--- src/rtl/ledstrip_frame_arbiter.sv ---
// rtl/ledstrip_frame_arbiter.sv - two-source frame arbiter in front of a single ws2812b strip driver
//
// Ports:
//   clk, rst_n                         clock, asynchronous active-low reset
//   num_leds                           pixels per frame, sampled when a grant issues
//   a_req / b_req                      level frame requests from the two sources
//   a_grant / b_grant                  source owns the current frame
//   x_pix_valid/data/last, x_pix_ready pixel handshake with each source
//   drv_data, drv_valid, drv_ready     pixel hand-off to the strip driver
//   drv_latch                          strip reset gap after the last pixel
//   frame_done                         one-cycle pulse when the gap ends
//   busy                               arbiter is not idle
//
// Build option: define LEDARB_FIXED_PRIO_EN for fixed priority (port A wins ties);
// otherwise ties are resolved round-robin.

module ledstrip_frame_arbiter #(
    parameter int DATA_W           = 24,
    parameter int CNT_W            = 9,
    parameter int LATCH_GAP_CYCLES = 1200
) (
    input  logic              clk,
    input  logic              rst_n,
    input  logic [CNT_W-1:0]  num_leds,
    input  logic              a_req,
    output logic              a_grant,
    input  logic              a_pix_valid,
    input  logic [DATA_W-1:0] a_pix_data,
    input  logic              a_pix_last,
    output logic              a_pix_ready,
    input  logic              b_req,
    output logic              b_grant,
    input  logic              b_pix_valid,
    input  logic [DATA_W-1:0] b_pix_data,
    input  logic              b_pix_last,
    output logic              b_pix_ready,
    output logic [DATA_W-1:0] drv_data,
    output logic              drv_valid,
    input  logic              drv_ready,
    output logic              drv_latch,
    output logic              frame_done,
    output logic              busy
);

    localparam int GAP_W = $clog2(LATCH_GAP_CYCLES + 1);

    typedef enum logic [1:0] {IDLE, FETCH, SEND, GAP} state_t;

    state_t             state, state_nxt;
    logic               sel_b;      // granted port: 0 = A, 1 = B
    logic               pad;        // remaining pixels of this frame are sent as zero
    logic [CNT_W-1:0]   frame_len;
    logic [CNT_W-1:0]   pix_cnt;
    logic [GAP_W-1:0]   gap_cnt;

`ifndef LEDARB_FIXED_PRIO_EN
    logic               last_b;     // last granted port was B
`endif

    logic               owned;
    logic               cur_req, cur_valid, cur_last;
    logic [DATA_W-1:0]  cur_data;
    logic [CNT_W-1:0]   cnt_inc;
    logic               pick_b, start, accept, gap_end;

    assign owned     = (state == FETCH) || (state == SEND);
    assign cur_req   = sel_b ? b_req       : a_req;
    assign cur_valid = sel_b ? b_pix_valid : a_pix_valid;
    assign cur_last  = sel_b ? b_pix_last  : a_pix_last;
    assign cur_data  = sel_b ? b_pix_data  : a_pix_data;
    assign cnt_inc   = pix_cnt + 1'b1;

`ifdef LEDARB_FIXED_PRIO_EN
    assign pick_b = !a_req;
`else
    // On a tie the port that did not own the previous frame wins.
    assign pick_b = b_req && (!a_req || !last_b);
`endif

    assign start   = (state == IDLE) && (num_leds != '0) && (a_req || b_req);
    // The driver drops drv_ready when it picks up drv_valid; that cycle is the acceptance.
    assign accept  = (state == SEND) && drv_valid && !drv_ready;
    assign gap_end = (state == GAP) && (gap_cnt == GAP_W'(LATCH_GAP_CYCLES - 1));

    always_comb begin
        state_nxt   = state;
        a_grant     = owned && !sel_b;
        b_grant     = owned && sel_b;
        a_pix_ready = (state == FETCH) && !pad && !sel_b;
        b_pix_ready = (state == FETCH) && !pad && sel_b;
        drv_latch   = (state == GAP);
        busy        = (state != IDLE);
        case (state)
            IDLE:    if (start) state_nxt = FETCH;
            FETCH:   if (pad || cur_valid) state_nxt = SEND;
            SEND:    if (accept) state_nxt = (cnt_inc == frame_len) ? GAP : FETCH;
            GAP:     if (gap_end) state_nxt = IDLE;
            default: state_nxt = IDLE;
        endcase
    end

    always_ff @(posedge clk or negedge rst_n) begin
        if (!rst_n) begin
            state      <= IDLE;
            sel_b      <= 1'b0;
            pad        <= 1'b0;
            frame_len  <= '0;
            pix_cnt    <= '0;
            gap_cnt    <= '0;
            drv_data   <= '0;
            drv_valid  <= 1'b0;
            frame_done <= 1'b0;
`ifndef LEDARB_FIXED_PRIO_EN
            last_b     <= 1'b1;
`endif
        end else begin
            state      <= state_nxt;
            frame_done <= gap_end;
            case (state)
                IDLE: begin
                    if (start) begin
                        sel_b     <= pick_b;
                        frame_len <= num_leds;
                        pix_cnt   <= '0;
                        pad       <= 1'b0;
`ifndef LEDARB_FIXED_PRIO_EN
                        last_b    <= pick_b;
`endif
                    end
                end
                FETCH: begin
                    if (pad) begin
                        drv_data <= '0;
                    end else begin
                        if (cur_valid) begin
                            drv_data <= cur_data;
                            // Source finished early: fill the rest of the frame with zeros.
                            if (cur_last && (cnt_inc < frame_len)) pad <= 1'b1;
                        end
                        if (!cur_req) pad <= 1'b1;
                    end
                end
                SEND: begin
                    if (accept) begin
                        drv_valid <= 1'b0;
                        pix_cnt   <= cnt_inc;
                        gap_cnt   <= '0;
                    end else begin
                        drv_valid <= drv_ready;
                    end
                    if (!cur_req) pad <= 1'b1;
                end
                GAP: begin
                    gap_cnt <= gap_cnt + 1'b1;
                end
                default: ;
            endcase
        end
    end

endmodule

--- config.mk ---
export PLATFORM = sky130hd
export DESIGN_NAME = ledstrip_frame_arbiter
export DESIGN_NICKNAME = d
export VERILOG_FILES = /design/src/rtl/ledstrip_frame_arbiter.sv
export SDC_FILE = /design/constraint.sdc
export NUM_CORES = 1
export LEC_CHECK = 0
export CAP_MARGIN = 30
export CORE_MARGIN = 2
export CORE_UTILIZATION = 35
export CTS_BUF_LIST = sky130_fd_sc_hd__clkbuf_2 sky130_fd_sc_hd__clkbuf_4 sky130_fd_sc_hd__clkbuf_8
export DETAILED_ROUTE_END_ITERATION = 8
export GPL_ROUTABILITY_DRIVEN = 0
export HOLD_SLACK_MARGIN = 0.08
export SYNTH_ARGS = -nofsm -noshare
export SYNTH_HDL_FRONTEND = slang
export SYNTH_SLANG_ARGS = --single-unit
--- constraint.sdc ---
create_clock -name clk -period 2.9 [get_ports clk]
set_input_delay 0.87 -clock clk [delete_from_list [all_inputs] [get_ports clk]]
set_output_delay 0.87 -clock clk [all_outputs]
set_load 0.05 [all_outputs]
**Word-level counts from Yosys, hierarchy flattened**

Index checks and enable logic that the tools add are counted.

- Add/sub/neg operators: 2
- Magnitude comparators: 1
- Eq/ne operators: 10
- Mux-type cells: 25
- Reductions and logical operators: 34

Operators by type and width:

| operator | number |
|---|---|
| $mux W24 | 3 |
| $pmux W11 S2 | 1 |
| $mux W9 | 2 |
| $pmux W9 S2 | 1 |
| $logic_and A1 B1 Y1 | 12 |
| $add A11 B1 Y11 const B | 1 |
| $eq A11 B11 Y1 const B | 1 |
| $mux W11 | 1 |
| $mux W1 | 10 |
| $mux W2 | 5 |
| $add A9 B1 Y9 const B | 1 |
| $eq A9 B9 Y1 | 1 |
| $lt A9 B9 Y1 | 1 |
| $reduce_bool A9 Y1 | 1 |
| $pmux W2 S4 | 1 |
| $reduce_bool A2 Y1 | 4 |
| $ne A2 B2 Y1 const B | 3 |
| $reduce_and A2 Y1 | 3 |
| $reduce_and A3 Y1 | 2 |
| $logic_not A1 Y1 | 5 |
| $eq A2 B2 Y1 const B | 2 |
| $logic_or A1 B1 Y1 | 4 |
| $ne A2 B1 Y1 const B | 2 |
| $reduce_and A4 Y1 | 1 |
| 4 further kinds | 4 |

- Bits in registers: 60
- Input port bits: 66

**Logic depth before layout (Yosys ltp)**

Gate-level depths: netlist (run 1).

- Depth after elaboration: 8
- Mapped depth: 11
- Mapped depth without buffers: 11

**Worst setup path before layout (run 1)**

OpenSTA, ideal clock, no wires.

- Path kind: register to output
- Start point: reg pad
- End point: out a_pix_ready
- Arrival time: 1.948 ns
- Data required time: 2.030 ns
- Setup slack: 0.082 ns
- Cell stages (with the launch flop): 4
- Path buffers: 2
- Path through: dfrtp_1 clkbuf_1 buf_1 nor3b_1

- Cells in the longest elaborated chain, start to end: 3

Ends and longest elaborated chain:

| what | line | source |
|---|---|---|
| start, declared | 51 | `logic pad;` |
| start signal, assigned | 106 | `pad <= 1'b0;` |
| start signal, assigned | 125 | `pad <= 1'b0;` |
| start signal, assigned | 138 | `if (cur_last && (cnt_inc < frame_len)) pad <= 1'b1;` |
| $logic_not A1 Y1 | 89 | `a_pix_ready = (state == FETCH) && !pad && !sel_b;` |
| $logic_and A1 B1 Y1 (2 in series) | 89 |  |
| end, declared | 30 | `output logic a_pix_ready,` |

No other way between the ends.

**Worst setup path in the final report (run 1)**

- Start point: reg state[1]
- End point: out drv_latch

- Cells in the longest elaborated chain, start to end: 1

Ends and longest elaborated chain:

| what | line | source |
|---|---|---|
| start, declared | 49 | `state_t state, state_nxt;` |
| start signal, assigned | 117 | `state <= state_nxt;` |
| $eq A2 B2 Y1 | 91 | `drv_latch = (state == GAP);` |
| end, declared | 40 | `output logic drv_latch,` |

No other way between the ends.

==> results of run 1 <==
[path summary, 6_finish.rpt]
| kind | endpoint | slack [ps] |
|---|---|---|
| setup / recovery | drv_latch | 140 |
| hold / removal | drv_data[4] | 480 |
| setup reg to reg | pad | 390 |
| hold reg to reg | drv_data[4] | 480 |
| max in group asynchronous | gap_cnt[0] | 1690 |
| min in group asynchronous | drv_data[12] | 580 |
[routing by layer]
metal	up-vias	share of wire, %
li1	1410	-
met1	1345	48
met2	101	44
met3	12	6.8
met4	0	1.6
met5	-	0
[cells by family (layout without fill, tap and decap cells)]
family,Yosys count,in the layout,synth area share [%]
DFF,60,60,44.7
and+or+nand+nor,103,103,16.0
AOI/OAI and AO/OA,86,86,18.1
buffers and inverters,29,135,3.76
muxes,28,28,8.61
xor gates and xnor gates,12,12,3.13
adders and majority gates,15,15,5.59
[worst max-delay path, delay by kind of cell (launching register included)]
family / cells / cell delay, ps
adders and majority gates: 1 / 300
buffers and inverters: 1 / 850
DFF: 1 / 410
[area by class of cell]
| cell class | count | share of cell area (%) |
|---|---|---|
| Clock inverter | 5 | 1.11 |
| Sequential cell | 60 | 31.8 |
| Timing Repair Buffer | 106 | 22.9 |
| Clock buffer | 10 | 2.91 |
| Inverter | 14 | 1.11 |
| Tap cell | 129 | 3.41 |
| Multi-Input combinational cell | 244 | 36.8 |
[metrics by stage]
step	worst slack, ps	cells	cell area [µm²]	utilization, %
2_1_floorplan	82.3	333	3360	-
3_3_place_gp	306	553	4540	48.9
3_5_place_dp	272	553	4540	48.9
4_1_cts	119	568	4730	51.0
5_1_grt	51.8	568	4730	51.0
6_report	137	568	4730	51.0
[cells in the final DEF, fill, tap and decap left out, drive strengths merged, types with 2 or more instances in the layout]
cell type / n
o31ai: 25
clkbuf: 10
nor4: 4
nand3: 8
a22o: 5
clkdlybuf4s50: 91
inv: 14
nor2b: 5
xor2: 4
xnor2: 8
mux2: 4
o21bai: 3
o21ai: 21
or3: 4
and3b: 3
and2: 3
nor2: 13
a311oi: 2
a21o: 3
nand2: 44
nand4: 3
a21oi: 15
mux2i: 24
dfrtp: 59
ha: 15
a31oi: 4
buf: 15
nor3b: 3
o2111ai: 2
clkinv: 3
nor3: 6
[flip-flops by register name (all words and copies together), names as in the netlist]
| name | flops |
|---|---|
| pix_cnt | 9 |
| drv_data | 24 |
| drv_valid | 1 |
| pad | 1 |
| frame_done | 1 |
| frame_len | 9 |
| gap_cnt | 11 |
| last_b | 1 |
| sel_b | 1 |
| state | 2 |
[power by group through the flow]
| stage | sequential [µW] | combinational, µW | clock (µW) |
|---|---|---|---|
| 2_1_floorplan | 1790 | 1370 | 0 |
| 3_3_place_gp | 1330 | 2690 | 0 |
| 3_5_place_dp | 1350 | 2720 | 0 |
| 4_1_cts | 1330 | 2740 | 761 |
| 5_1_grt | 1370 | 2930 | 798 |
| 6_report | 1330 | 2710 | 735 |
==> flow_summary.yaml, run 1 <==
synthesis:
  synth_edf_count: 0
  synth_most_common_cell: "dfrtp_1"
  synth_top_area_share_pct: 44.0
  synthesis.area_mm2: 0.00336
  synthArstFlopShare_pct: 100
  synth.avg_cell_area_um2: 10.1
  ys.warnings.count: 0
  synth_cells: 333
  syn_nets: 414
  ys_ff_latch: 60
  synth_top_cell_by_area: "dfrtp_1"
  synth-main-ff-cell: "dfrtp_1"
  synthTopCellsByCount: "dfrtp_1 (59), nand2_1 (44), o31ai_1 (25)"
  ys_top_cells_by_area: "dfrtp_1 (44%), mux2i_1 (7.2%), ha_1 (5.6%), o31ai_1 (5.6%), nand2_1 (4.9%)"
  yosysUniqueCellTypes: 52
  synth-seq-area-share_pct: 44.7
worst_setup_path:
  crit_path_max_incr_delay_ps: 850
  start_kind: "flop"
  rr_worst_depth: 9
  startpoint: "state[1]"
  worstPathRequired_ps: 2030
  crit_fanout: 6
  critical_path.cell_chain: "ha_1 > clkdlybuf4s50_1"
  end_kind: "output pin"
  slowest_stage: "clkdlybuf4s50_1"
  r2r_start: "pix_cnt[0]"
  crit_type: "reg -> out"
  critPathArrivalTime_ps: 1890
power:
  p_leak_uw: 0.00205
  p_int_uw: 2590
  p_sw_uw: 2180
  vdd.ir_drop.worst_uv: 443
  power_frac_comb_pct: 56.8
  p_sw_share_pct: 45.6
  fin_total_pwr_uw: 4770
  clkPwrFrac_pct: 15.4
  power_density_mw_per_mm2: 1010
  p_seq_share_pct: 27.8
sta:
  holdWs_ps: 476
  max_clock_freq_mhz: 362
  fin_worst_skew_ps: 8.09
  finalHoldViolations: 0
  period_share_pct: 95.3
  rsz0062_at_grt: "false"
  worst_pin_slew_ps: 689
  setup_viol: 0
  period_minus_slack_ps: 2760
  timing.setup.tns_ps: 0
  maxSlewHeadroom_pct: 54.1
  report.final.slew_viol_count: 0
final_layout:
  area.growth.synth_to_final_pct: 40.9
  n_antenna_cell: 0
  multi_input_area_mm2: 0.00174
  fillers: 865
  fin_nets: 516
  drive_above_1_share_pct: 10.5
  ff_latch_area_mm2: 0.00150
floorplan:
  coreArea_mm2: 0.00928
  die_w_um: 102
  num_rows: 35
  num_io_pins: 98
  die-area_mm2: 0.0104
  die_y_um: 102
  start_util_pct: 36.2
grt:
  first_global_vias: 2857
  grt_most_used_layer: "met2"
  grt_max_degree: 49
  met3_usage_pct: 3.15
  use_met1_pct: 22.9
  grt_first_pass_wirelength_um: 13800
  grt_overflow: 0
  grtUsageTotal_pct: 17.0
  antenna_found_initial: 0
  grtUsageMet2_pct: 27.4
cts:
  cts_root_buf: "clkbuf_8"
  cts_setup_buffers: 0
  cts-resized-gates: 0
  cts_tree: "yes"
  htree_num_levels: 3
  numClockSinks: 60
  clkTransAtPathRegs_ps: 60
  cts-hold-fix-buffers: 0
  cts_max_path_buffers: 2
  clk_latency_ps: 330
  cts_buffers: 9
routing:
  wl_per_cell_um: 14.9
  via_count: 2868
  drt_iter0_markers: 156
  drt-pass1-iter-count: 6
  drc: 0
  wirelength_um: 8480
  via_per_inst: 5.05
  ant_nets: 0
placed_design:
  io_buffers: 97
  hpwlAfterDp_um: 6360
worst_hold_path:
  min-delay-start: "drv_data[4]"
  hold_path_depth: 2
  hp-class: "reg -> reg"
run:
  cap_violations: 0
status:
  outcome: "finished, final reports clean"
(Power assumes the default switching activity.)
==> run 2: changes to the inputs <==
- CTS_CLUSTER_DIAMETER: not set -> 40
==> results of run 2 <==
Final layout, timing and power as in run 1 (identical DEF).
